File: src/rtl/pc_sequencer.sv
// pc_sequencer: fetch-stage program counter with sequential step, absolute jump,
// PC-relative branch, stall, halt/resume and an optional return-address stack.
// Optional feature macro: PC_RAS_EN (adds the call/ret return-address stack).
//
// state  | meaning
// -------+------------------------------------------------------------
// S_BOOT | first cycle after reset release; pc = RESET_VEC, not valid
// S_RUN  | fetching; pc advances by command priority when en=1
// S_HALT | pc frozen and not valid; waits for resume with en=1
module pc_sequencer #(
    parameter int                 ADDR_W    = 11,
    parameter logic [ADDR_W-1:0]  RESET_VEC = '0,
    parameter int                 STEP      = 1,
    parameter int                 RAS_DEPTH = 4
) (
    input  logic              clk,
    input  logic              rst_n,
    input  logic              en,
    input  logic              jmp,
    input  logic [ADDR_W-1:0] jmp_addr,
    input  logic              br,
    input  logic [ADDR_W-1:0] br_off,
    input  logic              call,
    input  logic              ret,
    input  logic              halt_req,
    input  logic              resume,
    output logic [ADDR_W-1:0] pc,
    output logic              pc_valid,
    output logic              halted,
    output logic              ras_err
);

    typedef enum logic [1:0] {
        S_BOOT = 2'd0,
        S_RUN  = 2'd1,
        S_HALT = 2'd2
    } state_t;

    localparam logic [ADDR_W-1:0] STEP_V = ADDR_W'(STEP);

    state_t            state;
    logic [ADDR_W-1:0] pc_inc;
    logic [ADDR_W-1:0] pc_br;

    // Plain modular adds: truncation to ADDR_W gives wrap in both directions,
    // and adding the two's-complement offset is the same as a signed add.
    assign pc_inc = pc + STEP_V;
    assign pc_br  = pc + br_off;

`ifdef PC_RAS_EN
    localparam int                PTR_W = $clog2(RAS_DEPTH);
    localparam logic [PTR_W:0]    FULL  = (PTR_W + 1)'(RAS_DEPTH);

    logic [ADDR_W-1:0] stack [RAS_DEPTH];
    logic [PTR_W-1:0]  wr_ptr;
    logic [PTR_W-1:0]  top_ptr;
    logic [PTR_W:0]    depth;
    logic              cmd_live;
    logic              do_push;

    // Commands only take effect in RUN with en=1 and no halt request; ret
    // outranks call, so a push happens only when ret is absent.
    assign cmd_live = en && (state == S_RUN) && !halt_req;
    assign do_push  = cmd_live && !ret && call;
    assign top_ptr  = wr_ptr - 1'b1;

    // Stack storage; contents need no reset since depth tracks validity.
    // When full, wr_ptr wraps onto the oldest entry, which is overwritten.
    always_ff @(posedge clk) begin
        if (do_push) begin
            stack[wr_ptr] <= pc_inc;
        end
    end
`else
    logic unused_ras;
    assign unused_ras = ret ^ (RAS_DEPTH > 1);
`endif

    // Sequencer FSM: next pc selection, mode tracking and registered flags.
    always_ff @(posedge clk or negedge rst_n) begin
        if (!rst_n) begin
            state    <= S_BOOT;
            pc       <= RESET_VEC;
            pc_valid <= 1'b0;
            halted   <= 1'b0;
            ras_err  <= 1'b0;
`ifdef PC_RAS_EN
            wr_ptr   <= '0;
            depth    <= '0;
`endif
        end else if (!en) begin
            ras_err <= 1'b0;
        end else begin
            ras_err <= 1'b0;
            case (state)
                S_BOOT: begin
                    state    <= S_RUN;
                    pc_valid <= 1'b1;
                end
                S_RUN: begin
                    if (halt_req) begin
                        state    <= S_HALT;
                        pc_valid <= 1'b0;
                        halted   <= 1'b1;
                    end
`ifdef PC_RAS_EN
                    else if (ret) begin
                        if (depth == '0) begin
                            pc      <= pc_inc;
                            ras_err <= 1'b1;
                        end else begin
                            pc     <= stack[top_ptr];
                            wr_ptr <= top_ptr;
                            depth  <= depth - 1'b1;
                        end
                    end else if (call) begin
                        pc     <= jmp_addr;
                        wr_ptr <= wr_ptr + 1'b1;
                        if (depth == FULL) begin
                            ras_err <= 1'b1;
                        end else begin
                            depth <= depth + 1'b1;
                        end
                    end
`else
                    else if (call) begin
                        pc <= jmp_addr;
                    end
`endif
                    else if (jmp) begin
                        pc <= jmp_addr;
                    end else if (br) begin
                        pc <= pc_br;
                    end else begin
                        pc <= pc_inc;
                    end
                end
                S_HALT: begin
                    if (resume) begin
                        state    <= S_RUN;
                        pc_valid <= 1'b1;
                        halted   <= 1'b0;
                    end
                end
                default: begin
                    state    <= S_BOOT;
                    pc_valid <= 1'b0;
                    halted   <= 1'b0;
                end
            endcase
        end
    end

endmodule

File: config.mk
export PLATFORM = sky130hd
export DESIGN_NAME = pc_sequencer
export DESIGN_NICKNAME = d
export VERILOG_FILES = /design/src/rtl/pc_sequencer.sv
export SDC_FILE = /design/constraint.sdc
export NUM_CORES = 1
export LEC_CHECK = 0
export CAP_MARGIN = 20
export CORE_MARGIN = 5
export CORE_UTILIZATION = 44
export DETAILED_ROUTE_END_ITERATION = 8
export PLACE_DENSITY = 0.75
export SKIP_CTS_REPAIR_TIMING = 1
export SLEW_MARGIN = 0
export SYNTH_ARGS = -nofsm -noshare
export SYNTH_HDL_FRONTEND = slang
export SYNTH_SLANG_ARGS = --single-unit
File: constraint.sdc
create_clock -name clk -period 2.4 [get_ports clk]
set_clock_uncertainty 0.2 [all_clocks]
set_input_delay 0.24 -clock clk [delete_from_list [all_inputs] [get_ports clk]]
set_output_delay 0.24 -clock clk [all_outputs]
set_load 0.05 [all_outputs]
==> flow_summary.toml <==
[outcome]
outcome = "completed"

[cells_and_area]
final_nets = 263
final_cells = 251
area_growth_pct = 55.1
drive_gt1_share_pct = 17.3
design_area_sq_mm = 0.00193
fill_cells = 231
antenna_cells = 0
final_cell_mix = "40 x clkdlybuf4s50_1, 21 x nand2_1, 21 x buf_4, 15 x a21oi_1, 13 x dfrtp_1"
layout_commonest_cell = "clkdlybuf4s50_1"

[yosys]
yosysWarnings = 0
synth-seq-cells = 15
synth_nets = 202
yosysUniqueCellTypes = 32
synthCells = 160
synth_top_cell_area_share_pct = 30.2
yosysTopAreaCell = "dfrtp_1"
syn_avg_cell_area_sq_um = 7.76
synth.area.top_cells = "dfrtp_1 30%, ha_1 10%, a21oi_1 6.5%"
netlist_area_sq_mm = 0.00124
synth_seq_area_share_pct = 30.2

[critical_path]
crit_cells = 9
rr_worst_depth = 9
crit_slowest_cell = "clkdlybuf4s50_1"
cp.required_ns = 2.38
cp_num_buf_inv = 1
cp-start-kind = "input port"
cp_slowest_stage_delay_ns = 0.41
arrival_ns = 2.24
crit_type = "in2reg"
path_delay_family = "simple AND/OR/NAND/NOR gates"
path_max_fanout = 2
end_kind = "flop"
crit_chain = "clkdlybuf4s50_1, and2_1, ha_1, nor2b_4, o21ai_2, a211oi_2, or3_1, a311oi_2, nor2_1"

[timing]
tns_ns = 0
tightest_slew_ns = 0.737
rsz0062_at_grt = "false"
hold_viol_final = 0
max_freq_mhz = 442
setup_viol = 0
slew_violations = 0
min_period_ns = 2.26
hold_slack_ns = 0.180
finalCritPeriodShare_pct = 94.3
slew_headroom_pct = 50.7

[route]
wl_mm = 4.04
drt_first_iter_violations = 46
first_pass_iters = 4
viasPerCell = 5.71
wire_per_inst_microns = 16.1
drc = 0
ant_nets = 0
vias = 1433

[pwr]
p_per_area_mw_per_mm2 = 1170
p_leak_nw = 0.899
finalPower_w = 0.00225
vdd.ir_drop.worst_mv = 0.805

[clock_tree]
cts_tree = "yes"
htreeDepth = 1
cts.sinks = 15
clk_pin_slew_ns = 0.10
insertion_delay_ns = 0.29
cts_made_buffers = 3
cts.path.max_buffers = 2
cts_root_buf = "clkbuf_4"

[floorplanning]
die_x_microns = 63.1
core.rowCount = 19
pin_count = 45
die_height_microns = 63.1
initial_core_util_pct = 45.4
core_area_sq_mm = 0.00273
die_area_sq_mm = 0.00398

[grt]
grt_overflow = 0
grt_start_max_net_pins = 16
grt_first_pass_wirelength_mm = 6.41
first_global_vias = 1508
antenna_found_initial = 0
grt.total_usage_pct = 19.5

[placement]
place_hpwl_mm = 2.96
dpl.cell_count = 246
dpl_cell_area_sq_mm = 0.00182
port_buffers = 42
gp_congestion = 0.821

[hold_path]
min_path_type = "in2async"

[job]
drv_cap = 0
==> state kept, by name, summed over array words and instances, names as in the netlist <==
| register | cells |
|---|---|
| pc_valid | 1 |
| pc | 11 |
| state | 2 |
| halted | 1 |
==> final cells by class <==
type / count / area [sq um] / area share, %
clock buffer: 4 / 26.3 / 1.36
inverter: 6 / 22.5 / 1.17
multi-input combinational: 132 / 877 / 45.5
sequential: 15 / 378 / 19.6
tap: 31 / 38.8 / 2.01
timing repair buffer: 63 / 583 / 30.3
==> where the power goes <==
| group | switching [W] | internal, W | leakage [nW] | total [W] |
|---|---|---|---|---|
| combinational | 0.000913 | 0.000676 | 0.710 | 0.00159 |
| sequential | 0.000134 | 0.000377 | 0.174 | 0.000511 |
| clock | 0.0000856 | 0.0000645 | 0.0150 | 0.000150 |
| total | 0.00113 | 0.00112 | 0.899 | 0.00225 |
==> cell families (layout without fill, tap and decap cells) <==
logic type      Yosys count  count (layout)  synth area share [%]
flops                    15              15                  30.2
simple gates             71              71                  28.3
compound gates           41              41                  19.1
other cells               1               1                 0.302
buf+inv                  13              73                  4.33
fa+ha+maj                11              11                  11.7
mux                       4               4                  3.23
xor+xnor                  4               4                  2.82
==> final timing paths <==
check,startpoint,endpoint,slack (ns)
min in group clk,br_off[0],pc[0],0.31
max in group asynchronous,rst_n,pc[1],1.30
min reg2reg,pc[2],pc[2],0.33
max reg2reg,pc[0],pc[8],0.14
min,rst_n,pc[8],0.18
max,br_off[2],pc[8],0.14
==> synth_stat cells <==
library cell   n
dfrtp_1       15
nand2_1       21
and2_1        10
conb_1         1
and4_1         1
buf_4          1
nor2b_1        3
fa_1           1
or3_1          3
nand4_1        2
and3_1         6
nand2b_1       1
nand3_1        6
ha_1          10
clkbuf_2       1
a221oi_1       1
o21ai_0       13
nor2_1        11
a31oi_1        3
mux2i_1        4
nor3_1         6
or2_2          1
clkbuf_1       5
a21oi_1       16
inv_1          6
xnor2_1        3
a311oi_1       1
a21o_1         3
xor2_1         1
o31ai_1        1
o311a_1        1
a211oi_1       2
==> through the flow <==
step | util, % | setup WS (ns)
global route | 70.4 | 0.00219
global placement | 66.6 | -0.299
finish | 70.4 | 0.136
CTS | 67.6 | -0.0937
detailed placement | 66.6 | -0.373
floorplan | - | 0.0147
==> per-layer routing <==
metal	global-route usage [%]	up-vias	wire length, microns
met1	22.3	676	1540
li1	-	682	-
met5	0	-	0
met2	34.4	63	2140
met4	7.43	0	57
met3	4.80	12	291
(Power assumes the default switching activity.)
